**src/rtl/jtag_dma_pkg.sv**
```systemverilog
// jtag_dma_pkg: state encoding, burst limit default and launch priority decode for the chain-1 DMA engine
package jtag_dma_pkg;
   localparam int MAX_BURST_DEF = 16;
   typedef enum logic [2:0] {S_IDLE, S_REQ, S_BEGIN, S_WDATA, S_RDATA, S_NEXT, S_DONE, S_ERROR} state_e;
   typedef enum logic [1:0] {OP_NONE, OP_READ, OP_WRITE, OP_SWITCH} op_e;
   function automatic op_e decode_launch(input logic sw, input logic wr, input logic rd);
      return sw ? OP_SWITCH : wr ? OP_WRITE : rd ? OP_READ : OP_NONE;
   endfunction
endpackage

```
**src/rtl/jtag_dma_engine.sv**
```systemverilog
// jtag_dma_engine: moves block_size words between the DMA buffer half and the system bus in bursts
module jtag_dma_engine
   import jtag_dma_pkg::*;
#(
   parameter int MAX_BURST = MAX_BURST_DEF
) (
   input  logic        clock_i,
   input  logic        reset_i,
   input  logic        launch_write_i,
   input  logic        launch_read_i,
   input  logic        launch_switch_i,
   input  logic [31:0] address_i,
   input  logic [3:0]  byte_enable_i,
   input  logic [7:0]  burst_size_i,
   input  logic [7:0]  block_size_i,
   output logic        busy_o,
   output logic        operation_done_o,
   output logic        error_o,
   output logic [7:0]  block_size_out_o,
   output logic [8:0]  buf_address_o,
   output logic        buf_write_enable_o,
   output logic [31:0] buf_data_in_o,
   input  logic [31:0] buf_data_out_i,
   output logic        bus_request_o,
   input  logic        bus_grant_i,
   output logic        begin_transaction_out_o,
   output logic [31:0] address_data_out_o,
   output logic [3:0]  byte_enables_out_o,
   output logic [7:0]  burst_size_out_o,
   output logic        read_n_write_out_o,
   output logic        data_valid_out_o,
   output logic        end_transaction_out_o,
   input  logic [31:0] address_data_in_i,
   input  logic        data_valid_in_i,
   input  logic        end_transaction_in_i,
   input  logic        busy_in_i,
   input  logic        error_in_i
);
   state_e      state_q;
   logic [31:0] addr_q;
   logic [3:0]  be_q;
   logic [8:0]  beats_q;
   logic [7:0]  rem_q, idx_q, bidx_q, n_q, cnt_q;
   logic        write_q;
   op_e         op_d;
   logic [8:0]  req_beats, beats_d;
   logic [7:0]  n_d;
   logic        accept, abort, last_beat;
   assign op_d      = decode_launch(launch_switch_i, launch_write_i, launch_read_i);
   assign req_beats = {1'b0, burst_size_i} + 9'd1;
   assign beats_d   = (req_beats > 9'(MAX_BURST)) ? 9'(MAX_BURST) : req_beats;
   assign n_d       = (beats_q < {1'b0, rem_q}) ? beats_q[7:0] : rem_q;
   assign accept    = (state_q == S_WDATA) && !busy_in_i;
   assign abort     = error_in_i && (state_q inside {S_REQ, S_BEGIN, S_WDATA, S_RDATA, S_NEXT});
   assign last_beat = cnt_q == n_q - 8'd1;
   // bidx_q points at the word after the one on the bus; an accepted beat fetches one further so the
   // 1-cycle buffer latency still delivers the next word exactly when it is needed
   assign buf_address_o = {1'b0, accept ? bidx_q + 8'd1 : bidx_q};
   always_ff @(posedge clock_i) begin
      if (reset_i) begin
         state_q                 <= S_IDLE;
         addr_q                  <= '0;
         be_q                    <= '0;
         beats_q                 <= '0;
         rem_q                   <= '0;
         idx_q                   <= '0;
         bidx_q                  <= '0;
         n_q                     <= '0;
         cnt_q                   <= '0;
         write_q                 <= 1'b0;
         busy_o                  <= 1'b0;
         operation_done_o        <= 1'b0;
         error_o                 <= 1'b0;
         block_size_out_o        <= '0;
         buf_write_enable_o      <= 1'b0;
         buf_data_in_o           <= '0;
         bus_request_o           <= 1'b0;
         begin_transaction_out_o <= 1'b0;
         address_data_out_o      <= '0;
         byte_enables_out_o      <= '0;
         burst_size_out_o        <= '0;
         read_n_write_out_o      <= 1'b0;
         data_valid_out_o        <= 1'b0;
         end_transaction_out_o   <= 1'b0;
      end else begin
         begin_transaction_out_o <= 1'b0;
         byte_enables_out_o      <= '0;
         burst_size_out_o        <= '0;
         read_n_write_out_o      <= 1'b0;
         address_data_out_o      <= '0;
         data_valid_out_o        <= 1'b0;
         end_transaction_out_o   <= 1'b0;
         buf_write_enable_o      <= 1'b0;
         if (abort) begin
            state_q               <= S_ERROR;
            bus_request_o         <= 1'b0;
            end_transaction_out_o <= state_q == S_WDATA;
         end else begin
            case (state_q)
               S_IDLE: if (op_d != OP_NONE) begin
                  addr_q           <= address_i & ~32'd3;
                  be_q             <= byte_enable_i;
                  beats_q          <= beats_d;
                  rem_q            <= block_size_i;
                  idx_q            <= '0;
                  bidx_q           <= '0;
                  write_q          <= op_d == OP_WRITE;
                  operation_done_o <= 1'b0;
                  error_o          <= 1'b0;
                  busy_o           <= 1'b1;
                  block_size_out_o <= '0;
                  state_q          <= (op_d == OP_SWITCH || block_size_i == 8'd0) ? S_DONE : S_REQ;
                  bus_request_o    <= !(op_d == OP_SWITCH || block_size_i == 8'd0);
               end
               S_REQ: if (bus_grant_i) begin
                  state_q                 <= S_BEGIN;
                  begin_transaction_out_o <= 1'b1;
                  address_data_out_o      <= addr_q;
                  byte_enables_out_o      <= be_q;
                  burst_size_out_o        <= n_d - 8'd1;
                  read_n_write_out_o      <= !write_q;
                  n_q                     <= n_d;
                  cnt_q                   <= '0;
                  bidx_q                  <= idx_q + 8'd1;
               end
               S_BEGIN: begin
                  state_q            <= write_q ? S_WDATA : S_RDATA;
                  data_valid_out_o   <= write_q;
                  address_data_out_o <= write_q ? buf_data_out_i : 32'd0;
               end
               S_WDATA: if (busy_in_i) begin
                  data_valid_out_o   <= 1'b1;
                  address_data_out_o <= address_data_out_o;
               end else begin
                  idx_q                 <= idx_q + 8'd1;
                  bidx_q                <= bidx_q + 8'd1;
                  rem_q                 <= rem_q - 8'd1;
                  addr_q                <= addr_q + 32'd4;
                  cnt_q                 <= cnt_q + 8'd1;
                  end_transaction_out_o <= last_beat;
                  data_valid_out_o      <= !last_beat;
                  address_data_out_o    <= last_beat ? 32'd0 : buf_data_out_i;
                  state_q               <= last_beat ? S_NEXT : S_WDATA;
               end
               S_RDATA: begin
                  if (data_valid_in_i && rem_q != 8'd0) begin
                     buf_write_enable_o <= 1'b1;
                     buf_data_in_o      <= address_data_in_i;
                     bidx_q             <= idx_q;
                     idx_q              <= idx_q + 8'd1;
                     rem_q              <= rem_q - 8'd1;
                     addr_q             <= addr_q + 32'd4;
                     block_size_out_o   <= block_size_out_o + 8'd1;
                  end
                  if (end_transaction_in_i) state_q <= S_NEXT;
               end
               S_NEXT: begin
                  bus_request_o <= rem_q != 8'd0;
                  bidx_q        <= idx_q;
                  state_q       <= rem_q != 8'd0 ? S_REQ : S_DONE;
               end
               S_DONE: begin
                  busy_o           <= 1'b0;
                  operation_done_o <= 1'b1;
                  bus_request_o    <= 1'b0;
                  state_q          <= S_IDLE;
               end
               S_ERROR: begin
                  busy_o           <= 1'b0;
                  operation_done_o <= 1'b1;
                  error_o          <= 1'b1;
                  state_q          <= S_IDLE;
               end
            endcase
         end
      end
   end
endmodule
```
**config.mk**
```make
export PLATFORM = sky130hd
export DESIGN_NAME = jtag_dma_engine
export DESIGN_NICKNAME = d
export VERILOG_FILES = /design/src/rtl/jtag_dma_pkg.sv /design/src/rtl/jtag_dma_engine.sv
export SDC_FILE = /design/constraint.sdc
export NUM_CORES = 1
export LEC_CHECK = 0
export CAP_MARGIN = 20
export CORE_MARGIN = 1
export CORE_UTILIZATION = 45
export DETAILED_ROUTE_END_ITERATION = 12
export HOLD_SLACK_MARGIN = 0.12
export PLACE_DENSITY = 0.82
export SLEW_MARGIN = 5
export SYNTH_ARGS = -nofsm -noshare
export SYNTH_HDL_FRONTEND = slang
export SYNTH_SLANG_ARGS = --single-unit
```
**constraint.sdc**
```tcl
create_clock -name clock_i -period 2.6 [get_ports clock_i]
set_input_delay 0.52 -clock clock_i [delete_from_list [all_inputs] [get_ports clock_i]]
set_output_delay 0.52 -clock clock_i [all_outputs]
set_load 0.005 [all_outputs]
```
* Word-level counts from Yosys, hierarchy flattened
Cells that the tools add are included.
Storage, ports and cells: register bits 182, bits in latches 0, memory bits (writable) 0, memory bits (read-only) 0, input bits 126, output and inout port bits 102, logic and storage cells 149, memories kept 0
Operators by class: add/subtract/negate cells 9, multiply operators 0, div/mod/pow operators 0, $lt $le $gt $ge 2, equal/unequal tests 18, shift operators 0, muxes and demuxes 56, bitwise logic cells 4, reductions and logical operators 36
Operator list (count):
- 2-to-1 mux 32 bit | 7
- case mux 32 bit (3 select lines) | 2
- 2-to-1 mux 8 bit | 14
- case mux 8 bit (3 select lines) | 2
- case mux 8 bit (5 select lines) | 1
- adder 32 x 3 -> 32 bit (second input constant) | 1
- adder 8 x 1 -> 8 bit (second input constant) | 4
- case mux 8 bit (2 select lines) | 2
- 2-to-1 mux 3 bit | 9
- subtractor 8 x 1 -> 8 bit (second input constant) | 3
- case mux 3 bit (7 select lines) | 1
- AND reduction 3 bit | 5
- == test 3 bit (second input constant) | 4
- != test 3 bit (second input constant) | 4
- AND reduction 4 bit | 3
- 2-to-1 mux 1 bit | 10
- nonzero test 2 bit | 5
- nonzero test 5 bit | 2
- adder 8 x 1 -> 9 bit (second input constant) | 1
- greater-than comparator 9 x 5 -> 1 bit (second input constant) | 1
- < comparator 9 x 8 -> 1 bit | 1
- 2-to-1 mux 9 bit | 1
- == test 8 bit | 1
- logical NOT 8 bit | 1
- other kinds (21) | 40

* Depth between registers and ports, before layout
depth in word-level cells 9, gate-level depth with buffers 12, depth with buffers taken out 11

* Worst setup path after synthesis
Ideal clock, no wire load.
path type reg2reg, from register rem_q[6], to register burst_size_out_o[4], setup time 0.086 ns, arrival time 2.546 ns, data required time 2.514 ns, path slack -0.033 ns, cell stages (with the launch flop) 12, buffers on the path 1, period minus slack after synthesis 2.633 ns, cell sequence dfxtp_1 > inv_1 > ha_1 > a21o_1 > a211o_1 > a41oi_1 > buf_2 > mux2i_1 > ha_1 > nor3b_1 > xnor2_1 > a211oi_1
On the way: longest elaborated chain between the ends 3
RTL lines:
- start: declaration | line jtag_dma_engine.sv:43 | logic [7:0] rem_q, idx_q, bidx_q, n_q, cnt_q;
- start signal: assignment | line jtag_dma_engine.sv:104 | rem_q <= block_size_i;
- start signal: assignment | line jtag_dma_engine.sv:137 | rem_q <= rem_q - 8'd1;
- start signal: assignment | line jtag_dma_engine.sv:151 | rem_q <= rem_q - 8'd1;
- < comparator 9 x 8 -> 1 bit | line jtag_dma_engine.sv:52 | assign n_d = (beats_q < {1'b0, rem_q}) ? beats_q[7:0] : rem_q;
- 2-to-1 mux 8 bit | line jtag_dma_engine.sv:52
- subtractor 8 x 1 -> 8 bit | line jtag_dma_engine.sv:120 | burst_size_out_o <= n_d - 8'd1;
- end signal: assignment | line jtag_dma_engine.sv:120
- end: declaration | line jtag_dma_engine.sv:29 | output logic [7:0] burst_size_out_o,
Every way passes these cells. A chain may end at the register's enable or synchronous reset.

* Worst setup path after layout
Ends and elaborated chain as after synthesis.

==> reports/results.txt <==
Status = finished clean
Worst Setup Start Kind = flop
First-pass GRT wire length = 43300 µm
Critical Path End Type = flop
Largest family of logic cells by synthesized area = compound AO/OA/AOI/OAI gates
Setup TNS = 0 ps
Distinct cell type count after synthesis = 74
Antenna Nets Post-Route = 0
Slew margin rel. = 60.6%
Fin nets = 1518
Via Count = 9428
Post-synthesis compound-gate area fraction = 25.4%
CP Max Fanout = 5
Clk_lat worst skew = 440 ps
Starting DRT DRC Count = 745
Clock root cell = clkbuf_16
TritonCTS clock tree = built
HP Class = flop to flop
Clock tree buffer depth = 2
Mux contribution to synthesized area = 1.57%
Placed cell area = 0.0120 mm²
GRT Residual Overflow = 0
Post-synthesis adder-cell area fraction = 2.48%
R2r setup slk = 40 ps
Layout cell share with drive strength beyond 1 = 11.7%
Most frequent cell after synthesis = dfxtp_1
Routed vias/inst = 5.71
Die area = 0.0207 mm²
Worst-Margin Slew = 590 ps
Initial Utilization = 46.3%
Sequential share of the synthesized area = 39.7%
Core footprint = 0.0196 mm²
Initial antenna violation count = 0
Post-Route WL = 27600 µm
Ys async rst share = 0%
Gpl congestion = 0.927
Post-DP HPWL = 19600 µm
Top post-synthesis cells by count = dfxtp_1 (180), nand2_1 (160), nor2_1 (100), a21oi_1 (94), clkbuf_1 (56)
Drt wl/cell = 16.7 µm
Mapped Avg Cell Area = 8.08 µm²
Ys Warns = 0
Gr usage total = 26.3%
Mapped Cells = 1124
Reg2reg path depth = 10
Die width = 144 µm
Post-Syn Area = 0.00908 mm²
Port buffer count = 224
Hold Buf Count CTS = 0
Yosys top cell by area = dfxtp_1
Maximum clock rate = 390 MHz
Die Height = 144 µm
Post-synthesis register bit count = 180
Num rows = 51
Area delta synth->final = 41.0%
Pwr/cell area = 973 mW/mm²
Post-Synth Simple-Gate Area = 22.0%
Final Max Slew Viols = 0
Post-synth EDFFs = 0
Syn nets = 1268
Drt pass-1 iters = 5
Leading post-synthesis cells by cell area = dfxtp_1 (40%), nand2_1 (6.6%), a21oi_1 (5.2%)
CP arrival = 2910 ps
Final count of hold timing violations = 0
RSZ-0062 raised after global routing = true
Tcrit/Tclk final = 98.6%
VDD IR max = 0.572 mV
Largest net degree at the start of global routing = 117
Final instance area = 0.0128 mm²
Total power = 12.5 mW
Clk_skew = 10.4 ps
Critical path class = flop to flop
Pleak = 4.70 nW
Clock Sinks = 180
# DRC = 0
WHS Path Cells = 2
Endpoints failing setup = 0
Tmin final = 2560 ps
Max Cap Viol = 0
Ant. Diodes = 0
Clock transition at path regs = 70 ps
Number of global-route vias before repair = 8739
Dominant synthesized flop cell = dfxtp_1
CTS H-Tree Depth = 4
Num CTS Buffers = 17
Worst Path Required = 2950 ps
Area share of the largest cell type after synthesis = 39.7%
I/O pin total = 228
Xor/xnor share of the synthesized area = 3.96%
## cell families after synthesis
logic type | count (synthesis)
and+or+nand+nor | 427
other | 1
adders and majority gates | 18
buffers and inverters | 105
AOI/OAI and AO/OA | 338
xor gates and xnor gates | 41
muxes | 14
DFF | 180
## critical path: stages, from the launching register on
cell      delay [ps]
dfxtp_1          330
inv_1             40
ha_1             280
a21o_1           170
a211o_1          330
a41oi_4          310
mux2i_4          340
ha_4             200
nor3b_2          180
xnor2_1           80
a211oi_1         220
## layout make-up
cell class	instances	area, µm²
fill	1647	6790
multi-input combinational	839	5190
sequential	180	3620
timing repair buffer	310	2980
clock buffer	18	439
tap	265	332
clock inverter	14	143
inverter	26	97.6
## power by group
part	switching, mW	internal (mW)
combinational	3.30	2.81
sequential	0.527	3.24
clock	1.21	1.38
## worst paths after layout
kind,startpoint,to
worst max register to register,rem_q[6],burst_size_out_o[4]
worst min-delay path,buf_data_in_o[11],buf_data_in_o[11]
worst min register to register,buf_data_in_o[11],buf_data_in_o[11]
worst max-delay path,rem_q[6],burst_size_out_o[4]
## through the flow
step	hold slack [ps]	setup WS (ps)	utilization (%)	std cells
final	455	36.0	65.4	1652
after detailed placement	444	-217	61.3	1611
after floorplan	430	17.9	-	1124
after global routing	473	-82.5	65.4	1652
after global placement	440	-154	61.3	1611
after CTS	456	2.88	64.7	1644
## routing by layer
metal	vias up	routed length [µm]	GRT usage (%)
li1	4599	-	-
met5	-	0	0
met1	4380	11500	33.5
met2	392	13100	43.1
met4	0	723	9.80
met3	57	2210	5.96
## cell usage in the layout (no fill, tap or decap), drive strengths merged, types with 17 or more instances in the layout
cell	count
ha	18
xnor2	21
xor2	20
o2bb2ai	30
o21ai	48
and3	22
clkdlybuf4s50	217
a211oi	23
a21oi	94
buf	87
a31oi	17
a22oi	45
nor2	100
dfxtp	180
nand2	160
nor3	34
nand3	31
clkbuf	18
inv	32
## flip-flops by register name (all words and copies together), names as in the netlist, 3 cells and up
name	flops
beats_q	9
idx_q	8
buf_data_in_o	32
address_data_out_o	32
be_q	4
block_size_out_o	8
state_q	3
rem_q	8
burst_size_out_o	8
n_q	8
addr_q	30
cnt_q	8
byte_enables_out_o	4
bidx_q	8
## what timing repair did
action                                  4_1_cts  5_1_grt
resized for setup                            22       18
endpoints found under the setup margin       22       20
pin swaps                                     4        7
gates cloned                                  0        0
buffers inserted                              1        7
Power figures use the tool's default switching activity.
